### config.mk
export PLATFORM = sky130hd
export DESIGN_NAME = sweep_ctrl
export DESIGN_NICKNAME = d
export VERILOG_FILES = /design/src/rtl/sweep_pkg.sv /design/src/rtl/sweep_ctrl_dwell.sv /design/src/rtl/sweep_ctrl.sv
export SDC_FILE = /design/constraint.sdc
export NUM_CORES = 1
export LEC_CHECK = 0
export BUFFER_PORTS_ARGS = -buffer_cell sky130_fd_sc_hd__buf_2
export CAP_MARGIN = 20
export CORE_MARGIN = 5
export CORE_UTILIZATION = 31
export CTS_CLUSTER_SIZE = 10
export DETAILED_ROUTE_END_ITERATION = 8
export PLACE_DENSITY = 0.49
export SLEW_MARGIN = 40
export SYNTH_ARGS = -nofsm -noshare
export SYNTH_HDL_FRONTEND = slang
export SYNTH_SLANG_ARGS = --single-unit
export TNS_END_PERCENT = 30
### constraint.sdc
create_clock -name clk -period 5.05 [get_ports clk]
set_input_delay 0 -clock clk [delete_from_list [all_inputs] [get_ports clk]]
set_output_delay 0 -clock clk [all_outputs]
set_load 0.05 [all_outputs]
### src/rtl/sweep_pkg.sv
// Shared types and step arithmetic for the frequency-sweep controller.
package sweep_pkg;

    localparam int PW_DEF = 8;
    localparam int DW_DEF = 16;

    typedef enum logic [1:0] {
        S_IDLE  = 2'd0,
        S_PRIME = 2'd1,
        S_RUN   = 2'd2,
        S_DONE  = 2'd3
    } state_e;

    // Operands are zero-extended PW-bit values (PW <= 32); the 33-bit sum keeps
    // the carry out, so an overshoot past stop clamps back to stop.
    function automatic logic [31:0] next_step(input logic [31:0] step,
                                              input logic [31:0] inc,
                                              input logic [31:0] stop,
                                              input logic        up);
        logic [32:0] sum;
        if (up) begin
            sum = {1'b0, step} + {1'b0, inc};
            return (sum > {1'b0, stop}) ? stop : sum[31:0];
        end
        sum = {1'b0, stop} + {1'b0, inc};
        return ({1'b0, step} < sum) ? stop : step - inc;
    endfunction

endpackage

### src/rtl/sweep_ctrl_dwell.sv
// Dwell counter: flags the last cycle of each step hold; a zero limit acts as 1.
module dwell_counter #(
    parameter int DW = 16
) (
    input  logic          clk,
    input  logic          rst,
    input  logic          clr,
    input  logic          en,
    input  logic [DW-1:0] limit,
    output logic          tc
);

    logic [DW-1:0] cnt_q, cnt_d;
    logic [DW-1:0] last;

    assign last = (limit == '0) ? '0 : limit - DW'(1);
    assign tc   = en && (cnt_q == last);

    always_comb begin
        cnt_d = cnt_q;
        if (clr)
            cnt_d = '0;
        else if (en)
            cnt_d = tc ? '0 : cnt_q + DW'(1);
    end

    always_ff @(posedge clk) begin
        if (rst)
            cnt_q <= '0;
        else
            cnt_q <= cnt_d;
    end

endmodule

### src/rtl/sweep_ctrl.sv
// Frequency-sweep controller: ramps the accumulator step from start to stop,
// holding each value for a programmable dwell, in single or continuous mode.
module sweep_ctrl
    import sweep_pkg::*;
#(
    parameter int PW = PW_DEF,
    parameter int DW = DW_DEF
) (
    input  logic          clk,
    input  logic          rst,
    input  logic          cfg_valid,
    output logic          cfg_ready,
    input  logic [PW-1:0] cfg_init_phase,
    input  logic [PW-1:0] cfg_step_start,
    input  logic [PW-1:0] cfg_step_stop,
    input  logic [PW-1:0] cfg_step_inc,
    input  logic [DW-1:0] cfg_dwell,
    input  logic          cfg_cont,
    input  logic          start,
    input  logic          abort,
    output logic          pc_en,
    output logic [PW-1:0] pc_init_phase,
    output logic [PW-1:0] pc_step,
    output logic          busy,
    output logic          done
);

    state_e        state_q, state_d;
    logic [PW-1:0] init_q, start_q, stop_q, inc_q;
    logic [DW-1:0] dwell_q;
    logic          cont_q, up_q;
    logic [PW-1:0] step_q, step_d;
    logic          hs, tc, last_step;

    assign hs        = cfg_valid && (state_q == S_IDLE);
    assign last_step = (step_q == stop_q) || (inc_q == '0);

    dwell_counter #(.DW(DW)) u_dwell (
        .clk   (clk),
        .rst   (rst),
        .clr   (state_q != S_RUN),
        .en    (state_q == S_RUN),
        .limit (dwell_q),
        .tc    (tc)
    );

    always_comb begin
        state_d = state_q;
        step_d  = step_q;
        unique case (state_q)
            S_IDLE: begin
                if (start) begin
                    state_d = S_PRIME;
                    // A same-cycle handshake wins: take the start value straight off the bus.
                    step_d  = hs ? cfg_step_start : start_q;
                end
            end
            S_PRIME: begin
                state_d = S_RUN;
                step_d  = start_q;
            end
            S_RUN: begin
                if (tc) begin
                    if (!last_step)
                        step_d = PW'(next_step(32'(step_q), 32'(inc_q), 32'(stop_q), up_q));
                    else if (cont_q)
                        step_d = start_q;
                    else
                        state_d = S_DONE;
                end
            end
            S_DONE: state_d = S_IDLE;
            default: state_d = S_IDLE;
        endcase
        if (abort) begin
            state_d = S_IDLE;
            step_d  = step_q;
        end
    end

    always_ff @(posedge clk) begin
        if (rst) begin
            state_q <= S_IDLE;
            step_q  <= '0;
            init_q  <= '0;
            start_q <= '0;
            stop_q  <= '0;
            inc_q   <= '0;
            dwell_q <= '0;
            cont_q  <= 1'b0;
            up_q    <= 1'b0;
        end else begin
            state_q <= state_d;
            step_q  <= step_d;
            if (hs) begin
                init_q  <= cfg_init_phase;
                start_q <= cfg_step_start;
                stop_q  <= cfg_step_stop;
                inc_q   <= cfg_step_inc;
                dwell_q <= cfg_dwell;
                cont_q  <= cfg_cont;
                up_q    <= (cfg_step_stop >= cfg_step_start);
            end
        end
    end

    assign cfg_ready     = (state_q == S_IDLE);
    assign pc_en         = (state_q == S_RUN);
    assign busy          = (state_q == S_PRIME) || (state_q == S_RUN);
    assign done          = (state_q == S_DONE);
    assign pc_step       = step_q;
    assign pc_init_phase = init_q;

endmodule

* Word level (Yosys, flattened, before mapping)
Cells that the tools add are included.
Word-level totals: register bits 76, output and inout port bits 20, word-level logic and storage cells 63
Operators by class: $add $sub $neg 5, magnitude comparators 3, eq/ne operators 11, multiplexer cells 21, bitwise gates (word level) 1, reduce and logical (&&, ||, !) cells 12
Operators with widths (number):
- two-way mux 8 bit | 9
- two-way mux 16 bit | 2
- one-hot mux 8 bit (3 select lines) | 1
- adder 8 x 8 -> 9 bit | 2
- adder 16 x 1 -> 16 bit, second input constant | 1
- equality test 16 bit | 1
- logical NOT 16 bit | 1
- subtractor 16 x 1 -> 16 bit, second input constant | 1
- greater-than comparator 9 x 8 -> 1 bit | 1
- less-than comparator 8 x 9 -> 1 bit | 1
- equality test 8 bit | 1
- greater-or-equal comparator 8 bit | 1
- logical NOT 8 bit | 1
- two-way mux 2 bit | 4
- != test 2 bit, second input constant | 4
- one-hot mux 2 bit (4 select lines) | 1
- subtractor 8 bit | 1
- AND reduction 5 bit | 1
- equality test 2 bit, second input constant | 2
- two-way mux 1 bit | 4
- AND reduction 4 bit | 1
- OR reduction 2 bit | 2
- != test 3 bit, second input constant | 1
- nonzero test 3 bit | 1
- other kinds (6) | 8

* Logic depth before layout (Yosys ltp)
Gate-level depths: netlist (run 1).
depth in word-level cells 10, gate-level depth with buffers 18, gate-level depth less buffers 17

* By module
A second synthesis (run 1) with hierarchy kept.
Second synthesis, totals: cell total of the unflattened synthesis 728, area, all modules 5698.0 µm²
By module, submodules not included:
- sweep_ctrl | instances 1, cells an instance 534, area an instance 4129.0 µm²
- dwell_counter | instances 1, cells an instance 194, area an instance 1569.0 µm²

* Worst setup path before layout (run 1)
OpenSTA, ideal clock, no wires.
path kind flip-flop to flip-flop, start point register step_q[0], in the netlist pc_step[0], end point register step_q[2], in the netlist pc_step[2], setup time 0.072 ns, arrival 4.505 ns, required time 4.978 ns, slack 0.473 ns, stages on the path, launching flop included 16, buffers on the path 0, clock period less this slack 4.577 ns, path through dfxtp_1 ha_1 inv_1 fa_1 or2_2 a221oi_1 or4_1 nand3_1 ha_1 or4_1 a2111oi_0 o211a_1 nor3_1 or4_1 a311o_1 mux2i_1
Between the ends: word-level cells in the longest chain between the ends 8, elaborated cells on any way between the ends 15
Ends and longest elaborated chain:
- from (decl) | RTL line sweep_ctrl.sv:32 | logic [PW-1:0] step_q, step_d;
- from (signal assigned) | RTL line sweep_ctrl.sv:94 | step_q <= step_d;
- adder 8 x 8 -> 9 bit | RTL line sweep_pkg.sv:22 | sum = {1'b0, step} + {1'b0, inc};
- greater-than comparator 9 x 8 -> 1 bit | RTL line sweep_pkg.sv:23 | return (sum > {1'b0, stop}) ? stop : sum[31:0];
- two-way mux 8 bit | RTL line sweep_pkg.sv:23
- two-way mux 8 bit | RTL line sweep_pkg.sv:21 | if (up) begin
- two-way mux 8 bit | RTL line sweep_pkg.sv:25 | sum = {1'b0, stop} + {1'b0, inc};
- two-way mux 8 bit | RTL line sweep_ctrl.sv:64 | if (!last_step)
- two-way mux 8 bit | RTL line sweep_ctrl.sv:63 | if (tc) begin
- one-hot mux 8 bit (3 select lines) | RTL line sweep_ctrl.sv:50 | unique case (state_q)
Parallel ways exist; a longest one is shown, timed or not. The select of a mux whose other input is x is not followed. A chain may end at the register's enable or synchronous reset.

* Worst setup path in the final report (run 1)
start point register step_q[1], in the netlist pc_step[1], end point register step_q[2], in the netlist pc_step[2]
Same word-level chain as after synthesis.

==> impl_results.html, run 1 <==
<table>
<tr><th>Metric</th><th>Value</th></tr>
<tr><th colspan="2">Run status</th></tr>
<tr><td>Run status</td><td>completed</td></tr>
<tr><th colspan="2">Synth</th></tr>
<tr><td>Part of the Yosys area used for sequential elements</td><td>0.269</td></tr>
<tr><td>Ranking of synthesized cells by area</td><td>dfxtp_1 27%, ha_1 11%, nand2_1 7.8%</td></tr>
<tr><td>Area share of the largest cell type after synthesis</td><td>0.269</td></tr>
<tr><td>Compound-cell area share of the yosys netlist</td><td>0.193</td></tr>
<tr><td>Post-synthesis share of cell area spent on full adders, half adders and majority gates</td><td>0.126</td></tr>
<tr><td>Largest area contributor in the synthesized netlist</td><td>dfxtp_1</td></tr>
<tr><td>Synth Area in XOR/XNOR</td><td>0.0712</td></tr>
<tr><td>Syn. warnings</td><td>0</td></tr>
<tr><td>Post-Synthesis Cells</td><td>729</td></tr>
<tr><td>Synthesis-stage register bit count</td><td>76</td></tr>
<tr><td>Mapped Area</td><td>5660 um^2</td></tr>
<tr><td>Combinational family with the most area after synthesis</td><td>simple AND/OR/NAND/NOR gates</td></tr>
<tr><td>EDFF count, synth</td><td>0</td></tr>
<tr><td>Post-synthesis share of cell area spent on and, or, nand and nor gates</td><td>0.242</td></tr>
<tr><td>Multiplexer area fraction after synthesis</td><td>0.0413</td></tr>
<tr><td>Mean instance size in the synthesized netlist</td><td>between 7 and 8 um^2</td></tr>
<tr><td>Count of different cell masters after synthesis</td><td>67</td></tr>
<tr><td>Proportion of register bits with asynchronous set or reset after synthesis</td><td>0</td></tr>
<tr><td>Net count after synthesis</td><td>838</td></tr>
<tr><td>Synth Flop Type</td><td>dfxtp_1</td></tr>
<tr><th colspan="2">CTS</th></tr>
<tr><td>Number of clock buffers inserted by TritonCTS</td><td>9</td></tr>
<tr><td>Clock insertion delay at the later pin of the skew report</td><td>340 ps</td></tr>
<tr><td>Clock tree root buffer cell</td><td>clkbuf_16</td></tr>
<tr><td>Bufs on Longest Clock Path</td><td>2</td></tr>
<tr><td>Post-CTS Setup Bufs</td><td>0</td></tr>
<tr><td>Clock sink count</td><td>between 70 and 80</td></tr>
<tr><td>Post-CTS clock slew at the launch and capture registers of the worst setup and hold paths</td><td>60 ps</td></tr>
<tr><td>Clock tree from TritonCTS</td><td>yes</td></tr>
<tr><td>CTS H-Tree Depth</td><td>3</td></tr>
<tr><th colspan="2">Detailed routing</th></tr>
<tr><td>Iteration-0 DRC count of the detailed router</td><td>between 300 and 400</td></tr>
<tr><td>Avg Vias per Cell</td><td>5.14</td></tr>
<tr><td>Remaining antenna violation count</td><td>0</td></tr>
<tr><td>DRT Wirelength</td><td>17000 um</td></tr>
<tr><td>Router iterations before antenna repair</td><td>5</td></tr>
<tr><td>Total via count in the routed design</td><td>~5.5k</td></tr>
<tr><td>Drc violations</td><td>0</td></tr>
<tr><td>Detail-routed net length per standard cell</td><td>16.0 um</td></tr>
<tr><th colspan="2">Place</th></tr>
<tr><td>Total placed cells including tap cells</td><td>about 1.0k</td></tr>
<tr><td>Gpl congestion</td><td>0.932</td></tr>
<tr><td>Pre-CTS WS</td><td>423 ps</td></tr>
<tr><td>Area post-placement</td><td>6210 um^2</td></tr>
<tr><td>Count of input and output buffers</td><td>73</td></tr>
<tr><td>Final HPWL from detailed placement</td><td>12700 um</td></tr>
<tr><th colspan="2">STA</th></tr>
<tr><td>Max-slew headroom at the worst pin</td><td>0.497</td></tr>
<tr><td>Final hold viol count</td><td>0</td></tr>
<tr><td>Final Critical Period</td><td>4660 ps</td></tr>
<tr><td>Setup violations, final</td><td>0</td></tr>
<tr><td>Maximum clock skew at final layout</td><td>8.24 ps</td></tr>
<tr><td>Summed negative setup slack over all endpoints</td><td>0 ps</td></tr>
<tr><td>Period utilisation layout</td><td>0.923</td></tr>
<tr><td>Max-slew violation count</td><td>0</td></tr>
<tr><td>Max frequency</td><td>215 MHz</td></tr>
<tr><td>Worst-case hold slack</td><td>between 15 and 20 ps</td></tr>
<tr><td>Worst-Margin Slew</td><td>about 750 ps</td></tr>
<tr><td>RSZ-0062 raised after global routing</td><td>false</td></tr>
<tr><td>Final WS setup</td><td>between 300 and 400 ps</td></tr>
<tr><th colspan="2">Final layout</th></tr>
<tr><td>Synth-to-layout area growth</td><td>23.3%</td></tr>
<tr><td>Final Net Count</td><td>roughly 940</td></tr>
<tr><td>Filler cell count</td><td>roughly 1.9k</td></tr>
<tr><td>Non-filler cells, final</td><td>roughly 1.1k</td></tr>
<tr><td>Number of antenna diodes</td><td>0</td></tr>
<tr><td>Share of layout cells above drive strength 1</td><td>0.145</td></tr>
<tr><td>Fin area</td><td>about 7000 um^2</td></tr>
<tr><th colspan="2">Critical path</th></tr>
<tr><td>Req. time, crit path</td><td>5320 ps</td></tr>
<tr><td>Category of the most critical setup path</td><td>flop to flop</td></tr>
<tr><td>Capturing element type of the critical path</td><td>flop</td></tr>
<tr><td>Worst endpoint data arrival time</td><td>about 4900 ps</td></tr>
<tr><td>Highest net fanout along the worst path</td><td>8</td></tr>
<tr><td>Crit path launch type</td><td>flop</td></tr>
<tr><th colspan="2">Global route</th></tr>
<tr><td>Via count of the first global-routing pass</td><td>5293</td></tr>
<tr><td>Global-route wire length before repair</td><td>roughly 28000 um</td></tr>
<tr><td>Remaining global-route overflow</td><td>0</td></tr>
<tr><td>Largest net degree at the start of global routing</td><td>slightly above 60</td></tr>
<tr><td>Initial antenna violation count</td><td>0</td></tr>
<tr><td>GRT Total Usage</td><td>0.161</td></tr>
<tr><th colspan="2">Floorplanning</th></tr>
<tr><td>Die span in x</td><td>~150 um</td></tr>
<tr><td>Effective utilization at floorplan</td><td>0.315</td></tr>
<tr><td>Y dimension of the die</td><td>145 um</td></tr>
<tr><td>Number of rows in the core area</td><td>49</td></tr>
<tr><td>Area inside the core boundary</td><td>around 18000 um^2</td></tr>
<tr><td>Area enclosed by the die boundary</td><td>21100 um^2</td></tr>
<tr><td>Number of primary I/O pins</td><td>74</td></tr>
<tr><th colspan="2">Power</th></tr>
<tr><td>Pleak</td><td>0.00294 uW</td></tr>
<tr><td>Power per Cell Area</td><td>between 200 and 300 nW/um^2</td></tr>
<tr><td>Max rail drop VDD</td><td>0.162 mV</td></tr>
<tr><th colspan="2">Run</th></tr>
<tr><td>Maxcap violations</td><td>0</td></tr>
<tr><th colspan="2">Min path</th></tr>
<tr><td>Type of the tightest min-delay check</td><td>input port to flop</td></tr>
</table>
[final cells by class]
| type | count | area [um^2] | share of cell area |
|---|---|---|---|
| repair buffers | 129 | 906 | 0.130 |
| inverters | 43 | 161 | 0.0231 |
| well taps | 229 | 287 | 0.0411 |
| multi-input cells | 571 | 3820 | 0.547 |
| clock inverters | 7 | 58.8 | 0.00843 |
| clock buffers | 9 | 225 | 0.0323 |
| flip-flops and latches | 76 | 1520 | 0.218 |
[cell usage in the layout, fill, tap and decap left out, drive strengths merged, types with 8 or more instances in the layout]
cell / n
nand4: 13
dlygate4sd3: 48
ha: 52
a21oi: 71
dfxtp: 76
clkbuf: 9
mux2i: 20
xnor2: 26
buf: 81
nor2: 49
nor3: 15
nand2: 117
o21ai: 18
xor2: 20
nor4: 12
inv: 45
nand3: 15
nand2b: 8
a31oi: 8
nor2b: 10
[what timing repair did]
item / 4_1_cts / 5_1_grt
resized for setup: 0 / 0
hold buffers: 48 / 0
endpoints found under the hold margin: 49 / 0
[power by group]
part	total, uW	internal [uW]	leakage, uW	switching, uW
clock network	619	340	0.000138	279
registers	681	631	0.000622	49.7
logic	582	245	0.00218	337
total	1880	1220	0.00294	665
[cells in the mapped netlist, types with 4 or more instances]
library cell and instances:
nand2_1 117, dfxtp_1 76, a21oi_1 71, ha_1 52
nor2_1 49, inv_1 42, clkbuf_1 29, xnor2_1 26
mux2i_1 20, xor2_1 20, o21ai_0 17, nand3_1 15
nor3_1 14, nand4_1 12, nor4_1 11, nor2b_1 10
a31oi_1 8, nand2b_1 8, a21o_1 7, and2_1 7
and3_1 7, or3_1 7, buf_2 6, o211ai_1 6
o21bai_1 6, o2111ai_1 5, or2_2 5, a221oi_1 4
a311o_1 4, o21a_1 4, o221a_2 4, or4_1 4
[path summary, 6_finish.rpt]
path / startpoint / end / slack (ps) / cells past startpoint
worst max-delay path: pc_step[1]$_SDFFE_PP0P_ / pc_step[2]$_SDFFE_PP0P_ / 390 / 14
worst min-delay path: cfg_step_start[0] / start_q[0]$_SDFF_PP0_ / 20 / 3
worst max register to register: pc_step[1]$_SDFFE_PP0P_ / pc_step[2]$_SDFFE_PP0P_ / 390 / 14
worst min register to register: pc_init_phase[0]$_SDFFE_PP0P_ / pc_init_phase[0]$_SDFFE_PP0P_ / 450 / 2
[metal layers]
layer / part of all wire / routed length, um / global-route usage
met5: 0 / 0 / 0
met4: 0.019 / 329 / 0.0518
met3: 0.044 / 751 / 0.0290
met2: 0.45 / 7610 / 0.252
met1: 0.49 / 8340 / 0.225
[flip-flops by register name, summed over array words and instances, names as in the netlist]
register	count
up_q	1
stop_q	8
pc_step	8
inc_q	8
dwell_q	16
start_q	8
state_q	2
pc_init_phase	8
u_dwell.cnt_q	16
cont_q	1
[worst max-delay path, stage by stage (launching register included)]
cell       delay (ps)
dfxtp_1           540
inv_1             110
fa_1              480
or2_2             340
a221oi_1          410
or4_1             180
nand3_1           100
ha_1              210
or4_1             410
a2111oi_0         520
o211a_1           290
nor3_1             60
or4_1             500
a311o_1           330
mux2i_1           110
[logic make-up after synthesis]
family / count (synthesis)
and+or+nand+nor: 282
AOI/OAI and AO/OA: 165
DFF: 76
xor gates and xnor gates: 46
adders and majority gates: 55
muxes: 23
buffers and inverters: 82
[stage by stage]
stage	power, uW	util
after global routing	2010	0.388
after CTS	1910	0.388
after detailed placement	1250	0.346
final	1880	0.388
after global placement	1250	0.346
after floorplan	1090	-
(Power assumes the default switching activity.)
==> run 2: changes to the inputs <==
Settings changed: GPL_TIMING_DRIVEN from default to 0, SKIP_LAST_GASP from default to 1.
==> run 2 against run 1 <==
  * Clock skew rose by 1.8 ps
  * Routed wire length rose by 2.1%
  * Non-clock buffer count rose by 32
  * Via count rose by 0.79%
  * Worst hold slack improved by 81 ps
  * First-iteration DRC count fell by 18%
  * Final cell count rose by 3.0%
  * Register-to-register slack got worse by 120 ps
  * Final area rose by 1.8%
  * Highest routed layer unchanged
  * Core utilization rose by 0.72 points
  * Sequential cell count did not move
  * Clock-buffer cell count did not move
==> impl_results.html, run 2 (same netlist as run 1, synthesis figures left out) <==
<table>
<tr><th>Metric</th><th>Value</th></tr>
<tr><th colspan="2">Power</th></tr>
<tr><td>Max rail drop VDD</td><td>0.162 mV (about the same)</td></tr>
<tr><td>Power per Cell Area</td><td>267 nW/um^2 (was 270 nW/um^2)</td></tr>
<tr><td>Share of power burned in the clock network</td><td>0.331 (was 0.329)</td></tr>
<tr><td>Pleak</td><td>0.00297 uW (was 0.00294 uW)</td></tr>
<tr><td>Sequential cell fraction of total power</td><td>0.355 (was 0.362)</td></tr>
<tr><td>Proportion of total power due to net switching</td><td>0.358 (was 0.354)</td></tr>
<tr><td>Internal power of the cells</td><td>1220 uW (about the same)</td></tr>
<tr><td>Power spent charging and discharging nets</td><td>680 uW (was 665 uW)</td></tr>
<tr><td>Fraction of power consumed by combinational cells</td><td>0.314 (was 0.309)</td></tr>
<tr><th colspan="2">STA</th></tr>
<tr><td>Setup violations, final</td><td>0 (unchanged)</td></tr>
<tr><td>Max-slew headroom at the worst pin</td><td>0.519 (was 0.497)</td></tr>
<tr><td>Max frequency</td><td>209 MHz (was 215 MHz)</td></tr>
<tr><td>Final Critical Period</td><td>4780 ps (was 4660 ps)</td></tr>
<tr><td>Period utilisation layout</td><td>0.947 (was 0.923)</td></tr>
<tr><td>Final WS setup</td><td>265 ps (was 389 ps)</td></tr>
<tr><td>Summed negative setup slack over all endpoints</td><td>0 ps (unchanged)</td></tr>
<tr><td>Worst-Margin Slew</td><td>722 ps (was 752 ps)</td></tr>
<tr><td>RSZ-0062 raised after global routing</td><td>false (unchanged)</td></tr>
<tr><td>Maximum clock skew at final layout</td><td>10.0 ps (was 8.24 ps)</td></tr>
<tr><td>Max-slew violation count</td><td>0 (unchanged)</td></tr>
<tr><td>Final hold viol count</td><td>0 (unchanged)</td></tr>
<tr><th colspan="2">Final layout</th></tr>
<tr><td>Most common cell after layout, fill and taps aside</td><td>nand2_1 (unchanged)</td></tr>
<tr><td>Highest-count cells in the layout ignoring fill and taps</td><td>117 x nand2_1, 78 x buf_2, 75 x dfxtp_1 (was 116 x nand2_1, 76 x dfxtp_1, 73 x buf_2)</td></tr>
<tr><td>Number of antenna diodes</td><td>0 (unchanged)</td></tr>
<tr><td>Share of layout cells above drive strength 1</td><td>0.140 (was 0.145)</td></tr>
<tr><td>Synth-to-layout area growth</td><td>25.5% (was 23.3%)</td></tr>
<tr><td>Filler cell count</td><td>1883 (was 1917)</td></tr>
<tr><td>Final Net Count</td><td>971 (was 939)</td></tr>
<tr><td>Largest registers</td><td>dwell_q (16), u_dwell.cnt_q (16) (unchanged)</td></tr>
<tr><td>Non-filler cells, final</td><td>1096 (was 1064)</td></tr>
<tr><th colspan="2">Critical path</th></tr>
<tr><td>Capturing element type of the critical path</td><td>flop (unchanged)</td></tr>
<tr><td>Highest net fanout along the worst path</td><td>6 (was 8)</td></tr>
<tr><td>Crit-path cells</td><td>ha_1 &gt; inv_1 &gt; fa_1 &gt; or2_2 &gt; a221oi_2 &gt; or4_1 &gt; nand3_1 &gt; ha_1 &gt; or4_1 &gt; a2111oi_2 &gt; o211a_1 &gt; nor3_1 &gt; or4_1 &gt; a311o_1 &gt; mux2i_1 (was inv_1 &gt; fa_1 &gt; or2_2 &gt; a221oi_1 &gt; or4_1 &gt; nand3_1 &gt; ha_1 &gt; or4_1 &gt; a2111oi_0 &gt; o211a_1 &gt; nor3_1 &gt; or4_1 &gt; a311o_1 &gt; mux2i_1)</td></tr>
<tr><td>Number of buffer and inverter stages on the critical path</td><td>1 (unchanged)</td></tr>
<tr><td>Worst stage delay on the critical path</td><td>570 ps (was 540 ps)</td></tr>
<tr><td>CP top delay family</td><td>simple AND/OR/NAND/NOR gates (unchanged)</td></tr>
<tr><td>Category of the most critical setup path</td><td>flop to flop (unchanged)</td></tr>
<tr><td>Req. time, crit path</td><td>5320 ps (about the same)</td></tr>
<tr><td>Worst endpoint data arrival time</td><td>5060 ps (was 4930 ps)</td></tr>
<tr><td>Crit path launch type</td><td>flop (unchanged)</td></tr>
<tr><td>Most used cell, CP</td><td>or4_1 (unchanged)</td></tr>
<tr><td>Standard cell with the maximum stage delay on the critical path</td><td>or4_1 (was dfxtp_1)</td></tr>
<tr><th colspan="2">Global route</th></tr>
<tr><td>Remaining global-route overflow</td><td>0 (unchanged)</td></tr>
<tr><td>Largest net degree at the start of global routing</td><td>16 (was 61)</td></tr>
<tr><td>Via count of the first global-routing pass</td><td>5488 (was 5293)</td></tr>
<tr><td>Met1 Use GR</td><td>0.215 (was 0.225)</td></tr>
<tr><td>Busiest layer in global routing</td><td>met2 (unchanged)</td></tr>
<tr><td>GRT Total Usage</td><td>0.166 (was 0.161)</td></tr>
<tr><td>Global-route track usage on met3</td><td>0.0337 (was 0.0290)</td></tr>
<tr><td>Met2 layer usage reported by global route</td><td>0.284 (was 0.252)</td></tr>
<tr><td>Initial antenna violation count</td><td>0 (unchanged)</td></tr>
<tr><td>Global-route wire length before repair</td><td>28700 um (was 28100 um)</td></tr>
<tr><th colspan="2">Min path</th></tr>
<tr><td>Type of the tightest min-delay check</td><td>input port to flop (unchanged)</td></tr>
<tr><th colspan="2">Place</th></tr>
<tr><td>Total placed cells including tap cells</td><td>1030 (was 1000)</td></tr>
<tr><td>Final HPWL from detailed placement</td><td>13200 um (was 12700 um)</td></tr>
<tr><td>Gpl congestion</td><td>0.831 (was 0.932)</td></tr>
<tr><td>Count of input and output buffers</td><td>72 (was 73)</td></tr>
<tr><td>Pre-CTS WS</td><td>-86.5 ps (was 423 ps)</td></tr>
<tr><th colspan="2">CTS</th></tr>
<tr><td>Post-CTS Setup Bufs</td><td>0 (unchanged)</td></tr>
<tr><td>Bufs on Longest Clock Path</td><td>2 (unchanged)</td></tr>
<tr><td>Clock tree root buffer cell</td><td>clkbuf_16 (unchanged)</td></tr>
<tr><td>Clock tree from TritonCTS</td><td>yes (unchanged)</td></tr>
<tr><td>Clock sink count</td><td>76 (unchanged)</td></tr>
<tr><td>Post-CTS clock slew at the launch and capture registers of the worst setup and hold paths</td><td>60 ps (about the same)</td></tr>
<tr><td>Clock insertion delay at the later pin of the skew report</td><td>350 ps (was 340 ps)</td></tr>
<tr><td>Number of clock buffers inserted by TritonCTS</td><td>9 (unchanged)</td></tr>
<tr><td>CTS H-Tree Depth</td><td>3 (unchanged)</td></tr>
<tr><th colspan="2">Detailed routing</th></tr>
<tr><td>Detail-routed net length per standard cell</td><td>15.9 um (was 16.0 um)</td></tr>
<tr><td>Router iterations before antenna repair</td><td>5 (unchanged)</td></tr>
<tr><td>DRT Wirelength</td><td>17400 um (was 17000 um)</td></tr>
<tr><td>Avg Vias per Cell</td><td>5.03 (was 5.14)</td></tr>
<tr><td>Iteration-0 DRC count of the detailed router</td><td>300 (was 366)</td></tr>
<tr><td>Drc violations</td><td>0 (unchanged)</td></tr>
<tr><td>Total via count in the routed design</td><td>5511 (was 5468)</td></tr>
<tr><td>Remaining antenna violation count</td><td>0 (unchanged)</td></tr>
<tr><th colspan="2">Floorplanning</th></tr>
<tr><td>Y dimension of the die</td><td>145 um (unchanged)</td></tr>
<tr><td>Die span in x</td><td>145 um (unchanged)</td></tr>
<tr><td>Area inside the core boundary</td><td>18000 um^2 (unchanged)</td></tr>
<tr><td>Number of rows in the core area</td><td>49 (unchanged)</td></tr>
<tr><td>Number of primary I/O pins</td><td>74 (unchanged)</td></tr>
<tr><td>Effective utilization at floorplan</td><td>0.315 (unchanged)</td></tr>
<tr><td>Area enclosed by the die boundary</td><td>21100 um^2 (unchanged)</td></tr>
<tr><th colspan="2">Run status</th></tr>
<tr><td>Run status</td><td>completed (unchanged)</td></tr>
<tr><th colspan="2">Run</th></tr>
<tr><td>Maxcap violations</td><td>0 (unchanged)</td></tr>
</table>
-- run 2: cell types whose count changed in the layout (fill, tap and decap cells not counted), moves of 2 or more --
cell / before / now
clkbuf_1: 0 / 29
buf_1: 0 / 2
buf_4: 8 / 1
buf_2: 73 / 78
dlygate4sd3_1: 48 / 50
-- run 2: area by class of cell --
type	count	area, um^2	area share
Multi-Input combinational cell	571	3820	0.538
Inverter	43	161	0.0227
Tap cell	229	287	0.0403
Buffer	39	165	0.0232
Clock buffer	9	225	0.0317
Timing Repair Buffer	122	861	0.121
Sequential cell	76	1520	0.214
Clock inverter	7	58.8	0.00828
-- run 2: power groups by stage --
stage                     Combinational, uW  Sequential [uW]  Clock, uW
final                                   598              675        628
after global routing                    671              679        670
after CTS                               597              675        646
after detailed placement                563              688          0
after global placement                  565              688          0
after floorplan                         390              699          0
-- run 2: stage by stage --
stage | hold slack [ps] | instance area [um^2] | utilization | total power (uW)
final | 101 | 7100 | 0.395 | 1900
after global routing | 137 | 7100 | 0.395 | 2020
after CTS | 88.7 | 7100 | 0.395 | 1920
after detailed placement | 247 | 6310 | 0.351 | 1250
after global placement | 244 | 6310 | 0.351 | 1250
after floorplan | 136 | 5660 | - | 1090
-- run 2: worst min-delay path: cells and delay by family --
| family | cells | cell delay, ps |
|---|---|---|
| buf+inv | 1 | 150 |
| mux | 1 | 140 |
| simple gates | 1 | 120 |
-- run 2: worst paths after layout --
path                                 start                       endpoint  slack, ps  cells past startpoint
max                pc_step[0]$_SDFFE_PP0P_        pc_step[2]$_SDFFE_PP0P_        270                     15
min                                    rst        pc_step[6]$_SDFFE_PP0P_        100                      3
max reg2reg        pc_step[0]$_SDFFE_PP0P_        pc_step[2]$_SDFFE_PP0P_        270                     15
min reg2reg  pc_init_phase[3]$_SDFFE_PP0P_  pc_init_phase[3]$_SDFFE_PP0P_        450                      2
-- run 2: layer usage --
metal  wire length [um]  up-vias
li1                   -     2838
met1               8330     2555
met2               8180      102
met3                642       16
met4                237        0
met5                  0        -
-- run 2: what timing repair did --
| action | 4_1_cts | 5_1_grt |
|---|---|---|
| hold buffers | 50 | 0 |
| endpoints found under the hold margin | 51 | 0 |
| endpoints found under the setup margin | 3 | 5 |
| resized for setup | 2 | 2 |
